[config.mk]
export PLATFORM = sky130hd
export DESIGN_NAME = collision_scheduler
export DESIGN_NICKNAME = d
export VERILOG_FILES = /design/src/rtl/collision_scheduler.sv
export SDC_FILE = /design/constraint.sdc
export NUM_CORES = 2
export LEC_CHECK = 0
export CAP_MARGIN = 40
export CORE_MARGIN = 2
export CORE_UTILIZATION = 55
export DETAILED_ROUTE_END_ITERATION = 10
export PLACE_DENSITY = 0.72
export SLEW_MARGIN = 20
export SYNTH_ARGS = -nofsm -noshare
export SYNTH_HDL_FRONTEND = slang
export SYNTH_SLANG_ARGS = --single-unit
[constraint.sdc]
create_clock -name clk -period 13 [get_ports clk]
set_clock_uncertainty 0.2 [all_clocks]
set_input_delay 2.6 -clock clk [delete_from_list [all_inputs] [get_ports clk]]
set_output_delay 2.6 -clock clk [all_outputs]
set_load 0.005 [all_outputs]
[src/rtl/collision_scheduler.sv]
// Front-end scheduler for the segment collision checker: stores incoming 3D
// segments and compares each new one against earlier unflagged segments.
module collision_scheduler #(
  parameter int MAX_LINES = 51,
  parameter int CW        = 8,
  parameter int IDW       = 8
) (
  input  logic              clk,
  input  logic              reset,
  input  logic              in_val,
  output logic              in_rdy,
  input  logic [CW-1:0]     x1,
  input  logic [CW-1:0]     y1,
  input  logic [CW-1:0]     z1,
  input  logic [CW-1:0]     x2,
  input  logic [CW-1:0]     y2,
  input  logic [CW-1:0]     z2,
  input  logic              clr,
  output logic              chk_req,
  output logic [6*CW-1:0]   chk_a,
  output logic [6*CW-1:0]   chk_b,
  input  logic              chk_ack,
  input  logic              chk_hit,
  output logic              out_val,
  output logic [IDW-1:0]    lineID,
  output logic              collide,
  output logic [IDW-1:0]    collide_cnt,
  output logic              full,
  output logic              busy
);

  localparam int SW = 6 * CW;
  localparam int AW = (MAX_LINES > 1) ? $clog2(MAX_LINES) : 1;

  typedef enum logic [1:0] {
    IDLE,
    SCAN,
    CHECK,
    REPORT
  } state_t;

  state_t               state, state_d;
  logic [IDW-1:0]       ct;
  logic [IDW-1:0]       i;
  logic [IDW-1:0]       limit;
  logic [SW-1:0]        cur;
  logic [SW-1:0]        seg;
  logic [SW-1:0]        mem [MAX_LINES];
  logic [MAX_LINES-1:0] flag;
  logic                 accept;
  logic                 at_limit;
  logic                 cur_flagged;

  assign seg         = {x1, y1, z1, x2, y2, z2};
  assign limit       = ct - IDW'(1);
  assign at_limit    = (i == limit);
  assign cur_flagged = flag[i[AW-1:0]];
  assign full        = (ct == IDW'(MAX_LINES));
  assign accept      = (state == IDLE) && in_val && !full && !clr;

  // Next-state logic; clr overrides every other transition.
  always_comb begin
    state_d = state;
    case (state)
      IDLE: begin
        if (accept) state_d = SCAN;
      end
      SCAN: begin
        if (at_limit)          state_d = REPORT;
        else if (!cur_flagged) state_d = CHECK;
      end
      CHECK: begin
        if (chk_ack) state_d = chk_hit ? REPORT : SCAN;
      end
      REPORT: begin
        state_d = IDLE;
      end
      default: state_d = IDLE;
    endcase
    if (clr) state_d = IDLE;
  end

  always_comb begin
    in_rdy  = 1'b0;
    chk_req = 1'b0;
    chk_a   = '0;
    chk_b   = '0;
    out_val = 1'b0;
    busy    = (state != IDLE);
    case (state)
      IDLE:   in_rdy  = !full;
      CHECK: begin
        chk_req = 1'b1;
        chk_a   = cur;
        chk_b   = mem[i[AW-1:0]];
      end
      REPORT: out_val = 1'b1;
      default: ;
    endcase
  end

  always_ff @(posedge clk or negedge reset) begin
    if (!reset) state <= IDLE;
    else        state <= state_d;
  end

  // Table and scan bookkeeping; lineID and collide are latched on entry to REPORT.
  always_ff @(posedge clk or negedge reset) begin
    if (!reset) begin
      ct          <= '0;
      i           <= '0;
      flag        <= '0;
      cur         <= '0;
      collide     <= 1'b0;
      collide_cnt <= '0;
      lineID      <= '0;
    end else if (clr) begin
      ct          <= '0;
      i           <= '0;
      flag        <= '0;
      collide     <= 1'b0;
      collide_cnt <= '0;
      lineID      <= '0;
    end else begin
      case (state)
        IDLE: begin
          if (accept) begin
            cur              <= seg;
            flag[ct[AW-1:0]] <= 1'b0;
            ct               <= ct + IDW'(1);
            i                <= '0;
          end
        end
        SCAN: begin
          if (at_limit) begin
            collide <= 1'b0;
            lineID  <= ct;
          end else if (cur_flagged) begin
            i <= i + IDW'(1);
          end
        end
        CHECK: begin
          if (chk_ack) begin
            if (chk_hit) begin
              flag[limit[AW-1:0]] <= 1'b1;
              collide             <= 1'b1;
              lineID              <= ct;
            end else begin
              i <= i + IDW'(1);
            end
          end
        end
        REPORT: begin
          if (collide && (collide_cnt != '1)) collide_cnt <= collide_cnt + IDW'(1);
        end
        default: ;
      endcase
    end
  end

  always_ff @(posedge clk) begin
    if (accept) mem[ct[AW-1:0]] <= seg;
  end

endmodule

### Yosys cells after proc, flatten, opt, wreduce, memory -nomap -nowiden

Memories as Yosys holds them, arrays and structs flattened.
Index checks and enable logic that the tools add are counted.

* add/sub/neg operators: 4
* magnitude comparators: 5
* equality and inequality tests: 14
* mux-type cells: 48
* bitwise operators: 4
* reduce and logical (&&, ||, !) cells: 24

Operators with widths (count)
* $mux W51: 4
* $mux W8: 16
* $pmux W51 S2: 1
* $mux W48: 2
* $and A51 B51 Y51: 1
* $not A51 Y51: 1
* $or A51 B51 Y51: 1
* $add A8 B1 Y8 const B: 3
* $pmux W8 S3: 1
* $lt A6 B7 Y1 const B: 3
* $ne A3 B3 Y1 const B: 7
* $pmux W8 S2: 1
* $demux W1 S6: 2
* $ge A6 B1 Y1 const B: 2
* $mux W1: 12
* $mux W2: 6
* $reduce_bool A2 Y1: 5
* $eq A8 B6 Y1 const B: 1
* $eq A8 B8 Y1: 1
* $ne A8 B8 Y1 const B: 1
* $pmux W2 S4: 1
* $reduce_and A4 Y1: 2
* $sub A8 B1 Y8 const B: 1
* $bmux W1 S6: 1
* 13 further kinds: 23

* bits in registers: 134
* bits in writable memories: 2448
* input bits: 54
* output and inout bits: 118
* logic and storage cells: 108
* memories: 1

Memories
* mem: depth 51, width 48, read ports 1, clocked after Yosys merged registers in 0, write ports 1, RTL line 48 `logic [SW-1:0] mem [MAX_LINES];`

### Depth between registers and ports, before layout

* depth after elaboration: 10
* depth in mapped cells: 11
* gate-level depth less buffers: 8

### Worst setup path before layout

OpenSTA, ideal clock, no wires.

* path type: input to register
* start: input port in_val
* end: memory mem[16][0] (netlist name), enable pin
* library setup time: 513 ps
* arrival: 7098 ps
* required time: 12287 ps
* slack: 5190 ps
* stages: 7
* path buffers: 2
* path through: inv_1 a211o_1 clkbuf_1 nor2_1 clkbuf_1 nand2_1 nor3_1

* longest elaborated chain between the ends: 5

Ends and longest elaborated chain
* from (decl): RTL line 10 `input logic in_val,`
* $logic_and A1 B1 Y1 (3 in series): RTL line 59 `assign accept = (state == IDLE) && in_val && !full && !clr;`
* $mux W1: RTL line 162 `if (accept) mem[ct[AW-1:0]] <= seg;`
* $mux W1 (not written as such): RTL line 162
* to (decl): RTL line 48

No other way between the ends.

### Final worst setup path

* start: register i[1]
* end: output port chk_b[16]

* longest elaborated chain between the ends: 2

Ends and longest elaborated chain
* from (decl): RTL line 44 `logic [IDW-1:0] i;`
* from (signal assigned): RTL line 139 `i <= i + IDW'(1);`
* from (signal assigned): RTL line 149 `i <= i + IDW'(1);`
* $mem_v2 Z51 W48
* $mux W48: RTL line 90 `case (state)`
* to (decl): RTL line 21 `output logic [6*CW-1:0] chk_b,`

No other way between the ends.

==> flow_metrics.tcl <==
set metrics [dict create \
    cap_violations 0 \
    clock-root-buffer "clkbuf_16" \
    synth_seq_cells 2582 \
    grt_antenna_before_repair 9 \
    insertion_delay_ps 840 \
    p_sw_share_pct 24.4 \
    drtAntennaViolNets 0 \
    mostFrequentLayoutCell "edfxtp_1" \
    setup.worst_path.start_class "flip-flop" \
    portBuffers 171 \
    p_leak_nw 35.7 \
    fin_cells 7604 \
    start_util_pct 55.2 \
    num_vias 50400 \
    post_drt_wl_per_cell_um 34.2 \
    synthTopCellsByArea "edfxtp_1, mux4_2, dfrtp_1, nand2_1, mux2i_1" \
    syn_area_per_cell_um2 22.0 \
    clock-sinks 2582 \
    final_cell_mix "edfxtp_1, mux4_2, nand2_1, clkbuf_16" \
    worst_pin_slew_ps 1310 \
    grt_pass1_wl_mm 369 \
    grt.total_usage_pct 28.1 \
    num_rows 157 \
    synth_xor_area_share_pct 0.213 \
    synthDistinctLibCells 70 \
    fin_crit_sh_pct 63.7 \
    p_switching_w 0.00469 \
    internal-power_w 0.0145 \
    cts_hold_buf 0 \
    setup_slack_ps 4720 \
    yosysSeqAreaShare_pct 76.1 \
    finalNetCount 4995 \
    finalSetupTns_ps 0 \
    vias_per_cell 6.63 \
    rr_worst_depth 10 \
    die_area_mm2 0.187 \
    cts_setup_buffers 0 \
    cts_tree "yes" \
    syn_inst 4585 \
    area_growth_syn_to_layout_pct 13.7 \
    power_density_mw_per_mm2 167 \
    grt_pass1_vias 49700 \
    drv_slew 0 \
    synth-compound-area-share_pct 1.94 \
    path_class "reg -> out" \
    nFillCells 11900 \
    vdd_drop_max_v 0.000169 \
    die_x_um 433 \
    dp_hpwl_mm 145 \
    core_mm2 0.183 \
    dr.first_iter.drc_count 7601 \
    io_pins 172 \
    dpl.cell_count 7147 \
    cts-resized-gates 0 \
    min_period_ps 8280 \
    outcome "finished clean" \
    grt-ovfl-total 0 \
    yosysWarnings 0 \
    muxShareOfSynthArea_pct 17.9 \
    synth_simple_gate_area_share_pct 2.52 \
    cts_htree_levels 4 \
    crit_arrival_ps 5480 \
    pre_cts_slack_ps 5220 \
    clk_pin_slew_worst_paths_ps 60 \
    setup_violations 0 \
    synth_nets 4648 \
    grt_max_degree 136 \
    rsz0062_at_grt "no" \
    hp-class "reg -> reg" \
    synthArstFlopShare_pct 5.19 \
    cts_buffers 238 \
    layout-drive-gt1-share_pct 27.3 \
    whs_path_depth 2 \
    drc 0 \
    crit_fanout 58 \
    synth_area_mm2 0.101 \
    total_power_w 0.0192 \
    relSlewSlack_pct 12.9 \
    wirelength_mm 260 \
    synth_top_area_share_pct 72.8 \
    synth_adder_area_share_pct 0.111 \
    die_h_um 433 \
    cts_buffer_depth 3 \
    pwr-share-comb_pct 16.3 \
    dr.pass1.iters 5 \
    fmax_mhz 121 \
    synth_top_family_by_area "multiplexers" \
    p_seq_share_pct 48.4 \
    synth_area_leader_cell "edfxtp_1" \
    hold_viol 0 \
    required_ps 10200 \
    clockPowerShare_pct 35.4 \
    endpoint_kind "primary output" \
    synth_edf_count 2448 \
    ys.flop_type "edfxtp_1" \
    gp_congestion 0.838 \
]
[power by group through the flow]
stage	Combinational, W	Clock [W]	Sequential [W]
6_report	0.00313	0.00680	0.00930
4_1_cts	0.00310	0.00687	0.00932
3_5_place_dp	0.00308	0	0.00950
3_3_place_gp	0.00302	0	0.00949
5_1_grt	0.00332	0.00718	0.00930
2_1_floorplan	0.00219	0	0.00944
[worst max-delay path: stages (launching register included)]
cell and delay, ps:
dfrtp_4 680, buf_4 730, buf_4 780, mux4_2 420, mux4_2 460, mux2i_1 410, nand2_1 130, o211a_1 300
clkdlybuf4s50_1 570
[cells by family after synthesis]
kind of cell / count (synthesis)
mux: 866
buf+inv: 288
simple gates: 555
compound gates: 262
xor+xnor: 23
flops: 2582
fa+ha+maj: 9
[cell type report]
cell class	count	area, um2	share of cell area [%]
antenna	6	15.0	0.0131
clock buffer	295	6210	5.41
clock inverter	147	1370	1.19
inverter	16	60.1	0.0523
multi-input combinational	1715	23300	20.3
sequential	2582	76900	66.9
tap	2464	3080	2.68
timing repair buffer	379	3940	3.43
[routing by layer]
metal,share of wire [%],vias to the layer above,GRT usage (%)
met1,37,26800,40.4
met4,3.4,4,8.86
met3,11,418,5.47
met2,48,3194,44.0
met5,0.010,-,0
li1,-,19900,-
[Yosys cell counts, types with 12 or more instances]
master	instances
a21oi_1	18
a221o_1	22
a22o_1	15
and2_1	73
buf_1	39
buf_2	62
buf_4	18
clkbuf_1	148
dfrtp_1	134
edfxtp_1	2448
inv_1	14
mux2_2	28
mux2i_1	89
mux4_2	749
nand2_1	256
nand3_1	22
nand4_1	14
nor2_1	109
nor2b_1	12
nor3_1	22
o211a_1	42
o21ai_0	88
or3_1	13
xor2_1	13
[through the flow]
stage	hold slack [ps]	cell area [um2]	utilization (%)
2_1_floorplan	238	101000	-
3_3_place_gp	255	106000	58.1
3_5_place_dp	255	107000	58.6
4_1_cts	270	115000	62.7
5_1_grt	286	115000	62.8
6_report	269	115000	62.8
[registers in the layout, indices dropped and copies added, names as in the netlist]
name / cells
cur: 48
state: 2
mem: 2448
lineID: 8
flag: 51
ct: 8
i: 8
collide_cnt: 8
collide: 1
[worst paths after layout]
path	start	end	slack (ps)
setup / recovery	i[1]	chk_b[16]	4720
hold / removal	cur[11]	cur[11]	270
setup reg to reg	state[0]	mem[33][14]	7660
hold reg to reg	cur[11]	cur[11]	270
max in group asynchronous	reset	flag[43]	9740
min in group asynchronous	reset	lineID[3]	1560
Power figures use the tool's default switching activity.
